### config.mk
export PLATFORM = sky130hd
export DESIGN_NAME = wm8731_cfg_seq
export DESIGN_NICKNAME = d
export VERILOG_FILES = /design/src/rtl/wm8731_cfg_seq.sv
export SDC_FILE = /design/constraint.sdc
export NUM_CORES = 1
export LEC_CHECK = 0
export CORE_MARGIN = 5
export CORE_UTILIZATION = 40
export DETAILED_ROUTE_END_ITERATION = 7
export PLACE_DENSITY = 0.68
export SYNTH_ARGS = -nofsm -noshare
export SYNTH_HDL_FRONTEND = slang
export SYNTH_SLANG_ARGS = --single-unit
export TNS_END_PERCENT = 30
### constraint.sdc
create_clock -name clk -period 2.2 [get_ports clk]
set_clock_uncertainty 0.2 [all_clocks]
set_input_delay 0.22 -clock clk [delete_from_list [all_inputs] [get_ports clk]]
set_output_delay 0.22 -clock clk [all_outputs]
set_load 0.005 [all_outputs]
### src/rtl/wm8731_cfg_seq.sv
// WM8731 control-port sequencer: runs a fixed boot table, then serves single host
// register writes, each as one 24-bit I2C word with NACK/timeout retry and bus-free gap.
module wm8731_cfg_seq #(
  parameter logic [7:0] DEV_ADDR    = 8'h34,
  parameter int         MAX_RETRY   = 3,
  parameter int         TIMEOUT_CYC = 4096,
  parameter int         GAP_CYC     = 64
) (
  input  logic        clk,
  input  logic        reset,
  input  logic        start,
  input  logic        host_req,
  input  logic [15:0] host_data,
  output logic        host_ack,
  output logic        host_err,
  output logic        i2c_go,
  output logic [23:0] i2c_data,
  input  logic        i2c_done,
  input  logic        i2c_ack_ok,
  output logic        busy,
  output logic        init_done,
  output logic        error,
  output logic [7:0]  fail_cnt,
  output logic [2:0]  dbg_state
);

  typedef enum logic [2:0] {
    ST_IDLE  = 3'd0,
    ST_LOAD  = 3'd1,
    ST_ISSUE = 3'd2,
    ST_WAIT  = 3'd3,
    ST_EVAL  = 3'd4,
    ST_GAP   = 3'd5
  } state_t;

  localparam int TW = (TIMEOUT_CYC > 1) ? $clog2(TIMEOUT_CYC) : 1;
  localparam int GW = (GAP_CYC > 1) ? $clog2(GAP_CYC) : 1;
  localparam int RW = (MAX_RETRY > 0) ? $clog2(MAX_RETRY + 1) : 1;
  localparam logic [TW-1:0] TMO_LAST  = TW'(TIMEOUT_CYC - 1);
  localparam logic [GW-1:0] GAP_LAST  = GW'(GAP_CYC - 1);
  localparam logic [RW-1:0] RETRY_MAX = RW'(MAX_RETRY);

  state_t          r_state, w_state_nxt;
  logic            r_src_host;
  logic [3:0]      r_index;
  logic [RW-1:0]   r_retry;
  logic            r_retry_pend;
  logic [TW-1:0]   r_tmo;
  logic [GW-1:0]   r_gap;
  logic            r_ok;
  logic            r_init_pending;
  logic            r_init_done;
  logic            r_error;
  logic [7:0]      r_fail_cnt;
  logic [23:0]     r_i2c_data;

  logic            w_tmo;
  logic            w_gap_end;
  logic            w_can_retry;
  logic            w_table_more;

  function automatic logic [15:0] boot_word(input logic [3:0] idx);
    case (idx)
      4'd0:    boot_word = {7'd15, 9'h000};
      4'd1:    boot_word = {7'd0,  9'h017};
      4'd2:    boot_word = {7'd1,  9'h017};
      4'd3:    boot_word = {7'd2,  9'h079};
      4'd4:    boot_word = {7'd3,  9'h079};
      4'd5:    boot_word = {7'd4,  9'h012};
      4'd6:    boot_word = {7'd5,  9'h000};
      4'd7:    boot_word = {7'd6,  9'h000};
      4'd8:    boot_word = {7'd7,  9'h042};
      4'd9:    boot_word = {7'd9,  9'h001};
      default: boot_word = 16'h0000;
    endcase
  endfunction

  assign w_tmo        = (r_tmo == TMO_LAST);
  assign w_gap_end    = (r_gap == GAP_LAST);
  assign w_can_retry  = (r_retry < RETRY_MAX);
  assign w_table_more = !r_src_host && r_init_pending && (r_index != 4'd10);

  always_comb begin
    w_state_nxt = r_state;
    case (r_state)
      ST_IDLE:  if (r_init_pending || (host_req && r_init_done)) w_state_nxt = ST_LOAD;
      ST_LOAD:  w_state_nxt = ST_ISSUE;
      ST_ISSUE: w_state_nxt = ST_WAIT;
      ST_WAIT:  if (i2c_done || w_tmo) w_state_nxt = ST_EVAL;
      ST_EVAL:  w_state_nxt = ST_GAP;
      ST_GAP: begin
        if (w_gap_end) begin
          if (r_retry_pend)      w_state_nxt = ST_ISSUE;
          else if (w_table_more) w_state_nxt = ST_LOAD;
          else                   w_state_nxt = ST_IDLE;
        end
      end
      default:  w_state_nxt = ST_IDLE;
    endcase
  end

  always_ff @(posedge clk or posedge reset) begin
    if (reset) r_state <= ST_IDLE;
    else       r_state <= w_state_nxt;
  end

  always_ff @(posedge clk or posedge reset) begin
    if (reset) begin
      r_src_host     <= 1'b0;
      r_index        <= 4'd0;
      r_retry        <= '0;
      r_retry_pend   <= 1'b0;
      r_tmo          <= '0;
      r_gap          <= '0;
      r_ok           <= 1'b0;
      r_init_pending <= 1'b0;
      r_init_done    <= 1'b0;
      r_error        <= 1'b0;
      r_fail_cnt     <= 8'd0;
      r_i2c_data     <= 24'd0;
    end else begin
      // A start while the table is already pending is dropped; a host word in flight finishes first.
      if (start && !r_init_pending) begin
        r_init_pending <= 1'b1;
        r_init_done    <= 1'b0;
        r_error        <= 1'b0;
        r_index        <= 4'd0;
      end
      case (r_state)
        ST_IDLE: begin
          if (r_init_pending)               r_src_host <= 1'b0;
          else if (host_req && r_init_done) r_src_host <= 1'b1;
        end
        ST_LOAD: begin
          r_i2c_data   <= {DEV_ADDR, r_src_host ? host_data : boot_word(r_index)};
          r_retry      <= '0;
          r_retry_pend <= 1'b0;
        end
        ST_ISSUE: r_tmo <= '0;
        ST_WAIT: begin
          if (i2c_done)   r_ok  <= i2c_ack_ok;
          else if (w_tmo) r_ok  <= 1'b0;
          else            r_tmo <= r_tmo + 1'b1;
        end
        ST_EVAL: begin
          r_gap <= '0;
          if (r_ok) begin
            r_retry_pend <= 1'b0;
            if (!r_src_host) r_index <= r_index + 1'b1;
          end else begin
            if (r_fail_cnt != 8'hFF) r_fail_cnt <= r_fail_cnt + 1'b1;
            if (w_can_retry) begin
              r_retry      <= r_retry + 1'b1;
              r_retry_pend <= 1'b1;
            end else begin
              r_retry_pend <= 1'b0;
              if (!r_src_host) begin
                r_error        <= 1'b1;
                r_init_pending <= 1'b0;
                r_index        <= 4'd0;
              end
            end
          end
        end
        ST_GAP: begin
          r_gap <= r_gap + 1'b1;
          if (w_gap_end) begin
            r_retry_pend <= 1'b0;
            if (!r_retry_pend && !r_src_host && r_init_pending && (r_index == 4'd10)) begin
              r_init_done    <= 1'b1;
              r_init_pending <= 1'b0;
            end
          end
        end
        default: ;
      endcase
    end
  end

  // Host handshake: host raises host_req with host_data stable and holds both until
  // host_ack (one cycle, in EVAL); host_err qualifies that pulse. A request is taken
  // only from IDLE once init_done is set; a level still high on return to IDLE is a new word.
  assign host_ack  = (r_state == ST_EVAL) && r_src_host && (r_ok || !w_can_retry);
  assign host_err  = (r_state == ST_EVAL) && r_src_host && !r_ok && !w_can_retry;
  assign i2c_go    = (r_state == ST_ISSUE);
  assign i2c_data  = r_i2c_data;
  assign busy      = (r_state != ST_IDLE);
  assign init_done = r_init_done;
  assign error     = r_error;
  assign fail_cnt  = r_fail_cnt;
  assign dbg_state = r_state;

endmodule

==> results.txt, run 1 <==
----------------------------------------------------
[Global route]
  Global route overflow ... 0
  First-pass GRT wire length ... 12690 um
  Number of antenna violations at the first check in global routing ... 0
  Global routing usage summed across all routing layers ... 0.1588
  Maximum number of pins on one net before global-route repair ... 44
  Via count of the first global-routing pass ... 2644

[CTS]
  Post-CTS setup-driven buffer insertion count ... 0
  Source-to-sink clock delay at the later pin of the worst-skew pair ... 0.33 ns
  Bufs on Longest Clock Path ... 2
  Clock buffer count from CTS ... 9
  Root buffer cell ... sky130_fd_sc_hd__clkbuf_8
  Clock tree from TritonCTS ... yes
  Clock-pin slew reported for the worst setup and hold paths after clock tree synthesis ... 0.06 ns
  CTS sink cnt ... 58
  H-tree Lvls ... 3

[Pwr]
  Leak Pwr ... 1.814 nW
  Internal power component ... 0.001936 W
  Share of total power in sequential cells ... 0.447
  Switching power total ... 0.0004686 W
  Proportion of total power due to net switching ... 0.1949
  Combinational power share ... 0.041
  Power density over cell area ... 577.3 nW/um2
  VDD IR max ... 0.2651 mV
  Final Total Pwr ... 0.002405 W
  Clock Power Share ... 0.512

[Worst setup path]
  Kind of end point of the critical path ... flop
  Required arrival time at the worst endpoint ... 2.26 ns
  Standard cell with the maximum stage delay on the critical path ... sky130_fd_sc_hd__or4_1
  Reg-to-reg endpoint ... r_tmo[7]
  Worst R2R Path Depth ... 6
  Largest stage delay on the critical path ... 0.50 ns
  Crit Reg-Reg Startpoint ... r_tmo[0]
  Setup slack of the worst register-to-register path ... 0.15 ns
  Crit path from ... r_tmo[0]
  CP Data Arrival Time ... 2.11 ns
  Startpoint class of the critical path ... flop
  Cells along the critical path ... ha_1, nand4_1, nor4_4, buf_4, or4_1, a21oi_1
  Maximum net fanout on the critical path ... 14
  Crit Path Category ... reg -> reg

[Floorplan]
  Starting density of the core ... 0.4128
  Placeable core area ... 7807 um2
  DIE AREA ... 9953 um2
  Die extent in y ... 99.77 um
  Die W ... 99.77 um
  Std cell rows ... 32
  Count of pins on the block boundary ... 63

[Finish]
  Count of inserted antenna diode cells ... 0
  Number of fill cells in the layout ... 722
  Area of combinational cells with multiple inputs ... 1598 um2
  Fraction of final layout cells with drive strength greater than 1 ... 0.1138
  Total number of nets in the final design ... 438
  Share of the core filled with cells in the final layout ... 0.5335
  Footprint of the flip-flops and latches ... 1455 um2
  Area growth from synthesis to layout ... 29.23%
  Post-route cell area ... 4165 um2

[Synth]
  Fraction of synthesized cell area in xor and xnor cells ... 0.02446
  Synth top area cells ... sky130_fd_sc_hd__dfrtp_1 (45%), sky130_fd_sc_hd__nand2_1 (5.0%), sky130_fd_sc_hd__nand3_1 (3.7%)
  Most frequently used cell type in the post-synthesis netlist ... sky130_fd_sc_hd__dfrtp_1
  Share of the synthesized area in the top cell type ... 0.4503
  Area share of fa/ha/maj cells after synthesis ... 0.03106
  Number of enable-type register cells in the synthesized netlist ... 0
  Yosys synthesis warning count ... 0
  Dominant cell type by area after synthesis ... sky130_fd_sc_hd__dfrtp_1
  Most common flop cell mapped by yosys ... sky130_fd_sc_hd__dfrtp_1
  Cell count after synthesis ... 347
  Compound-Gate Fraction of Synth Area ... 0.1762
  Dominant combinational cell family by area after synthesis ... simple AND/OR/NAND/NOR gates
  Mapped cell area ... 3223 um2
  Distinct cells, synth ... 57
  Register bit count reported by yosys ... 58
  Post-Syn Area per Cell ... 9.288 um2
  Sequential-to-total area share from yosys stat ... 0.4503
  Top post-synthesis cells by count ... sky130_fd_sc_hd__dfrtp_1 (58), sky130_fd_sc_hd__nand2_1 (43), sky130_fd_sc_hd__nand3_1 (24)
  Share of synthesized area spent on multiplexers ... 0.02950
  Fraction of the mapped netlist area in simple logic gates ... 0.2271
  Post-synth ARST share ... 1.000

[Worst hold path]
  End point of the most critical hold path ... r_ok
  Min-Delay Path Depth ... 3
  Critical hold path startpoint ... i2c_ack_ok
  Worst min path class ... in -> reg

[Timing]
  Minimum setup slack in the final design ... 0.1488 ns
  Upper clock frequency limit ... 487.5 MHz
  Period utilisation layout ... 0.9324
  Final Hold Violating Endpoints ... 0
  Setup violations, final ... 0
  Setup tns final ... 0 ns
  Final Max Slew Viols ... 0
  Tmin final ... 2.051 ns
  Setup repair after global routing missed its margin ... no

[Placement]
  Number of buffers inserted by port buffering ... 57
  Placer Congestion ... 0.9301
  Detailed placer's ending HPWL ... 5573 um
  Worst slack at placement ... 0.1392 ns
  Placed cell areas ... 3894 um2

[Routing]
  Detailed Route Iter0 Violations ... 134
  Routed WL per cell ... 14.62 um
  Post-route DRC ... 0
  Via Count ... 2750
  Routed wire length ... 7529 um
  Pre-antenna DRT Iters ... 4
  Vias/cell ... 5.340
  Number of antenna-violating nets in the routed design ... 0

[Run]
  Number of max-capacitance violations reported ... 0

[Outcome]
  Run status ... finished, final reports clean

----------------------------------------------------
-- worst max-delay path, delay by kind of cell, from the launching register on --
family | cells | cell delay, ns
AOI/OAI and AO/OA | 1 | 0.16
adders and majority gates | 1 | 0.26
buffers and inverters | 1 | 0.18
DFF | 1 | 0.41
and+or+nand+nor | 3 | 0.77
-- power by group through the flow --
stage | clock, W | combinational [W] | sequential [W]
floorplan | 0 | 0.0000465 | 0.00109
global placement | 0 | 0.0000975 | 0.00110
detailed placement | 0 | 0.0000976 | 0.00110
CTS | 0.00126 | 0.0000996 | 0.00108
global route | 0.00132 | 0.000110 | 0.00108
finish | 0.00123 | 0.0000975 | 0.00108
-- per-layer routing --
metal,wire length [um],up-vias,GRT usage
met5,0,-,0
met4,155,0,0.06933
met3,469,16,0.05119
met2,3582,72,0.2453
met1,3322,1306,0.2035
li1,-,1356,-
-- state kept, by name, summed over array words and instances (netlist names) --
name and count:
error 1, r_gap 6, i2c_data 17, r_src_host 1, r_tmo 12, r_ok 1, r_init_pending 1, r_retry 2
init_done 1, dbg_state 3, r_index 4, r_retry_pend 1, fail_cnt 8
-- logic make-up after synthesis --
kind of cell | count (synthesis)
AND/OR/NAND/NOR | 138
AO/OA/AOI/OAI | 87
flip-flops | 58
buffers and inverters | 37
XOR/XNOR | 9
multiplexers | 9
adder cells (fa/ha/maj) | 8
other | 1
-- layout by cell type (no fill, tap or decap), types with 4 or more instances in the layout --
master                            synthesis  final
sky130_fd_sc_hd__nor3_1                  12     11
sky130_fd_sc_hd__nor2b_1                  4      4
sky130_fd_sc_hd__clkdlybuf4s50_1          0     54
sky130_fd_sc_hd__conb_1                   1      5
sky130_fd_sc_hd__clkbuf_8                 0     11
sky130_fd_sc_hd__nand4_1                  5      5
sky130_fd_sc_hd__dfrtp_1                 58     55
sky130_fd_sc_hd__nor2_1                  19     19
sky130_fd_sc_hd__xor2_1                   7      7
sky130_fd_sc_hd__and3_1                   4      4
sky130_fd_sc_hd__mux2i_1                  5      5
sky130_fd_sc_hd__ha_1                     8      8
sky130_fd_sc_hd__o31ai_1                 11     11
sky130_fd_sc_hd__inv_1                   13     11
sky130_fd_sc_hd__nand2_1                 43     43
sky130_fd_sc_hd__a31oi_1                  8      8
sky130_fd_sc_hd__a21oi_1                 21     21
sky130_fd_sc_hd__or4_1                    4      4
sky130_fd_sc_hd__buf_4                    8     11
sky130_fd_sc_hd__nand3_1                 24     24
sky130_fd_sc_hd__nand2b_1                 7      7
sky130_fd_sc_hd__mux2_2                   4      4
sky130_fd_sc_hd__o21ai_0                 22     22
-- final cells by class --
cell class,count,share of cell area
Clock buffer,12,0.03725
Clock inverter,4,0.02343
Sequential cell,58,0.3494
Tap cell,102,0.03064
Timing Repair Buffer,70,0.1640
Multi-Input combinational cell,256,0.3836
Inverter,13,0.01172
-- worst max-delay path by stage --
stage,end,slack (ns),cells past startpoint
finish,r_tmo[7],0.15,6
CTS,host_ack,0.02,4
detailed placement,r_tmo[7],0.14,6
global placement,r_tmo[7],0.22,6
floorplan,dbg_state[0],0.35,1
global route,r_tmo[3],0.04,6
-- through the flow --
stage	cells	hold WS (ns)
3_3_place_gp	498	0.2521
4_1_cts	515	0.2301
6_report	515	0.2440
3_5_place_dp	498	0.2560
2_1_floorplan	351	0.1560
5_1_grt	515	0.2434
-- repair_timing --
action,4_1_cts,5_1_grt
endpoints found under the hold margin,15,0
resized for setup,6,2
setup endpoints to repair,3,2
hold buffers,1,0
(Power assumes the default switching activity.)
==> run 2, diff against run 1 <==
--- a/config.mk
+++ b/config.mk
@@ -5,6 +5,7 @@
 export SDC_FILE = /design/constraint.sdc
 export NUM_CORES = 1
 export LEC_CHECK = 0
+export CAP_MARGIN = 20
 export CORE_MARGIN = 5
 export CORE_UTILIZATION = 40
 export DETAILED_ROUTE_END_ITERATION = 7
==> results of run 2 <==
No change in the layout: final DEF, timing and power equal those of run 1.
==> run 3, diff against run 2 <==
--- a/config.mk
+++ b/config.mk
@@ -10,6 +10,7 @@
 export CORE_UTILIZATION = 40
 export DETAILED_ROUTE_END_ITERATION = 7
 export PLACE_DENSITY = 0.68
+export SKIP_CTS_REPAIR_TIMING = 1
 export SYNTH_ARGS = -nofsm -noshare
 export SYNTH_HDL_FRONTEND = slang
 export SYNTH_SLANG_ARGS = --single-unit
==> results.txt, run 3 (synthesis gave the netlist of run 1 again) <==
----------------------------------------------------
[Placement]
  Placer Congestion ... 0.9301
  Detailed placer's ending HPWL ... 5573 um
  Placed cell areas ... 3894 um2
  Number of buffers inserted by port buffering ... 57
  Placed insts ... 498

[Routing]
  Detailed Route Iter0 Violations ... 140
  Routed WL per cell ... 14.53 um
  Number of antenna-violating nets in the routed design ... 0
  Post-route DRC ... 0
  Via Count ... 2736
  Routed wire length ... 7483 um
  Pre-antenna DRT Iters ... 5
  Vias/cell ... 5.313

[Outcome]
  Run status ... finished, final reports clean

[Worst setup path]
  Required arrival time at the worst endpoint ... 1.78 ns
  Startpoint class of the critical path ... flop
  Reg-to-reg endpoint ... r_tmo[7]
  Worst R2R Path Depth ... 6
  Crit Reg-Reg Startpoint ... r_tmo[0]
  Setup slack of the worst register-to-register path ... 0.14 ns
  Maximum net fanout on the critical path ... 8
  CP Data Arrival Time ... 1.76 ns
  Kind of end point of the critical path ... primary output
  Crit Path Category ... reg -> out

[Timing]
  Upper clock frequency limit ... 458.1 MHz
  Period utilisation layout ... 0.9923
  Tmin final ... 2.183 ns
  Setup tns final ... 0 ns
  Setup repair after global routing missed its margin ... yes
  Setup violations, final ... 0
  Final Max Slew Viols ... 0
  Final Hold Violating Endpoints ... 0
  Minimum hold slack ... 0.2454 ns

[Floorplan]
  Die W ... 99.77 um
  Starting density of the core ... 0.4128
  Std cell rows ... 32
  Count of pins on the block boundary ... 63
  Placeable core area ... 7807 um2
  DIE AREA ... 9953 um2
  Die extent in y ... 99.77 um

[Finish]
  Leading cell types in the layout, fill and taps excluded ... sky130_fd_sc_hd__dfrtp_1 (55), sky130_fd_sc_hd__clkdlybuf4s50_1 (55), sky130_fd_sc_hd__nand2_1 (43), sky130_fd_sc_hd__nand3_1 (24), sky130_fd_sc_hd__o21ai_0 (22)
  Number of fill cells in the layout ... 721
  Flip-flop count of the largest register, all copies and words added ... 17
  Count of inserted antenna diode cells ... 0
  Share of the core filled with cells in the final layout ... 0.5335
  Area growth from synthesis to layout ... 29.23%
  Area of combinational cells with multiple inputs ... 1593 um2
  Post-route cell area ... 4165 um2
  Footprint of the flip-flops and latches ... 1455 um2
  Fraction of final layout cells with drive strength greater than 1 ... 0.1114
  Total number of nets in the final design ... 438
  Non-filler cells in the finished layout ... 515

[Pwr]
  Clock Power Share ... 0.512
  Proportion of total power due to net switching ... 0.1948
  Combinational power share ... 0.040
  Power density over cell area ... 577.3 nW/um2
  Switching power total ... 0.0004683 W
  VDD IR max ... 0.2644 mV
  Leak Pwr ... 1.823 nW
  Internal power component ... 0.001936 W
  Share of total power in sequential cells ... 0.447

[CTS]
  Root buffer cell ... sky130_fd_sc_hd__clkbuf_8
  Clock-pin slew reported for the worst setup and hold paths after clock tree synthesis ... 0.07 ns
  Clock buffer count from CTS ... 9
  Bufs on Longest Clock Path ... 2
  H-tree Lvls ... 3
  Source-to-sink clock delay at the later pin of the worst-skew pair ... 0.33 ns
  Clock tree from TritonCTS ... yes
  CTS sink cnt ... 58

[Worst hold path]
  Worst min path class ... in -> reg
  End point of the most critical hold path ... i2c_data[14]
  Critical hold path startpoint ... host_data[14]
  Min-Delay Path Depth ... 3

[Global route]
  Grt met1 use ... 0.2035
  GRT met3 Usage ... 0.05119
  Maximum number of pins on one net before global-route repair ... 44
  Via count of the first global-routing pass ... 2654
  Global route overflow ... 0
  First-pass GRT wire length ... 12700 um
  Met2 usage ... 0.2483
  Global routing usage summed across all routing layers ... 0.1590
  Number of antenna violations at the first check in global routing ... 0
  Most crowded layer after global routing ... met2

[Run]
  Number of max-capacitance violations reported ... 0

----------------------------------------------------
-- run 3: final cells by class --
cell class | count | share of cell area
Timing Repair Buffer | 70 | 0.1652
Tap cell | 102 | 0.03064
Inverter | 13 | 0.01172
Clock buffer | 12 | 0.03725
Multi-Input combinational cell | 256 | 0.3824
Clock inverter | 4 | 0.02343
Sequential cell | 58 | 0.3494
-- run 3: how the worst max path moves through the flow --
| stage | from | end | slack [ns] | cells past startpoint |
|---|---|---|---|---|
| floorplan | reset | dbg_state[0] | 0.35 | 1 |
| global placement | r_tmo[0] | r_tmo[7] | 0.22 | 6 |
| detailed placement | r_tmo[0] | r_tmo[7] | 0.14 | 6 |
| CTS | dbg_state[0] | i2c_go | -0.09 | 5 |
| global route | dbg_state[0] | i2c_go | -0.07 | 5 |
| finish | dbg_state[2] | i2c_go | 0.02 | 4 |
-- run 3: power groups by stage --
stage               Sequential (W)  Clock, W  Combinational [W]
CTS                        0.00108   0.00126          0.0000983
global placement           0.00110         0          0.0000975
global route               0.00108   0.00132           0.000110
detailed placement         0.00110         0          0.0000976
finish                     0.00108   0.00123          0.0000973
floorplan                  0.00109         0          0.0000465
-- run 3: critical path, cell delays in order (launching register included) --
cell                              delay [ns]
sky130_fd_sc_hd__dfrtp_2                0.45
sky130_fd_sc_hd__and2b_2                0.30
sky130_fd_sc_hd__nand2_1                0.10
sky130_fd_sc_hd__inv_1                  0.08
sky130_fd_sc_hd__clkdlybuf4s50_1        0.50
-- run 3: routing by layer --
metal,vias to the layer above,wire [um]
li1,1357,-
met1,1298,3346
met2,66,3583
met3,15,432
met4,0,121
met5,-,0
-- run 3: per-stage QoR --
stage                     setup WS [ns]  total power [W]
after floorplan                  0.3520         0.001139
after global placement           0.2226         0.001193
after detailed placement         0.1392         0.001193
after CTS                      -0.08807         0.002438
after global routing           -0.07268         0.002501
final                           0.01693         0.002404
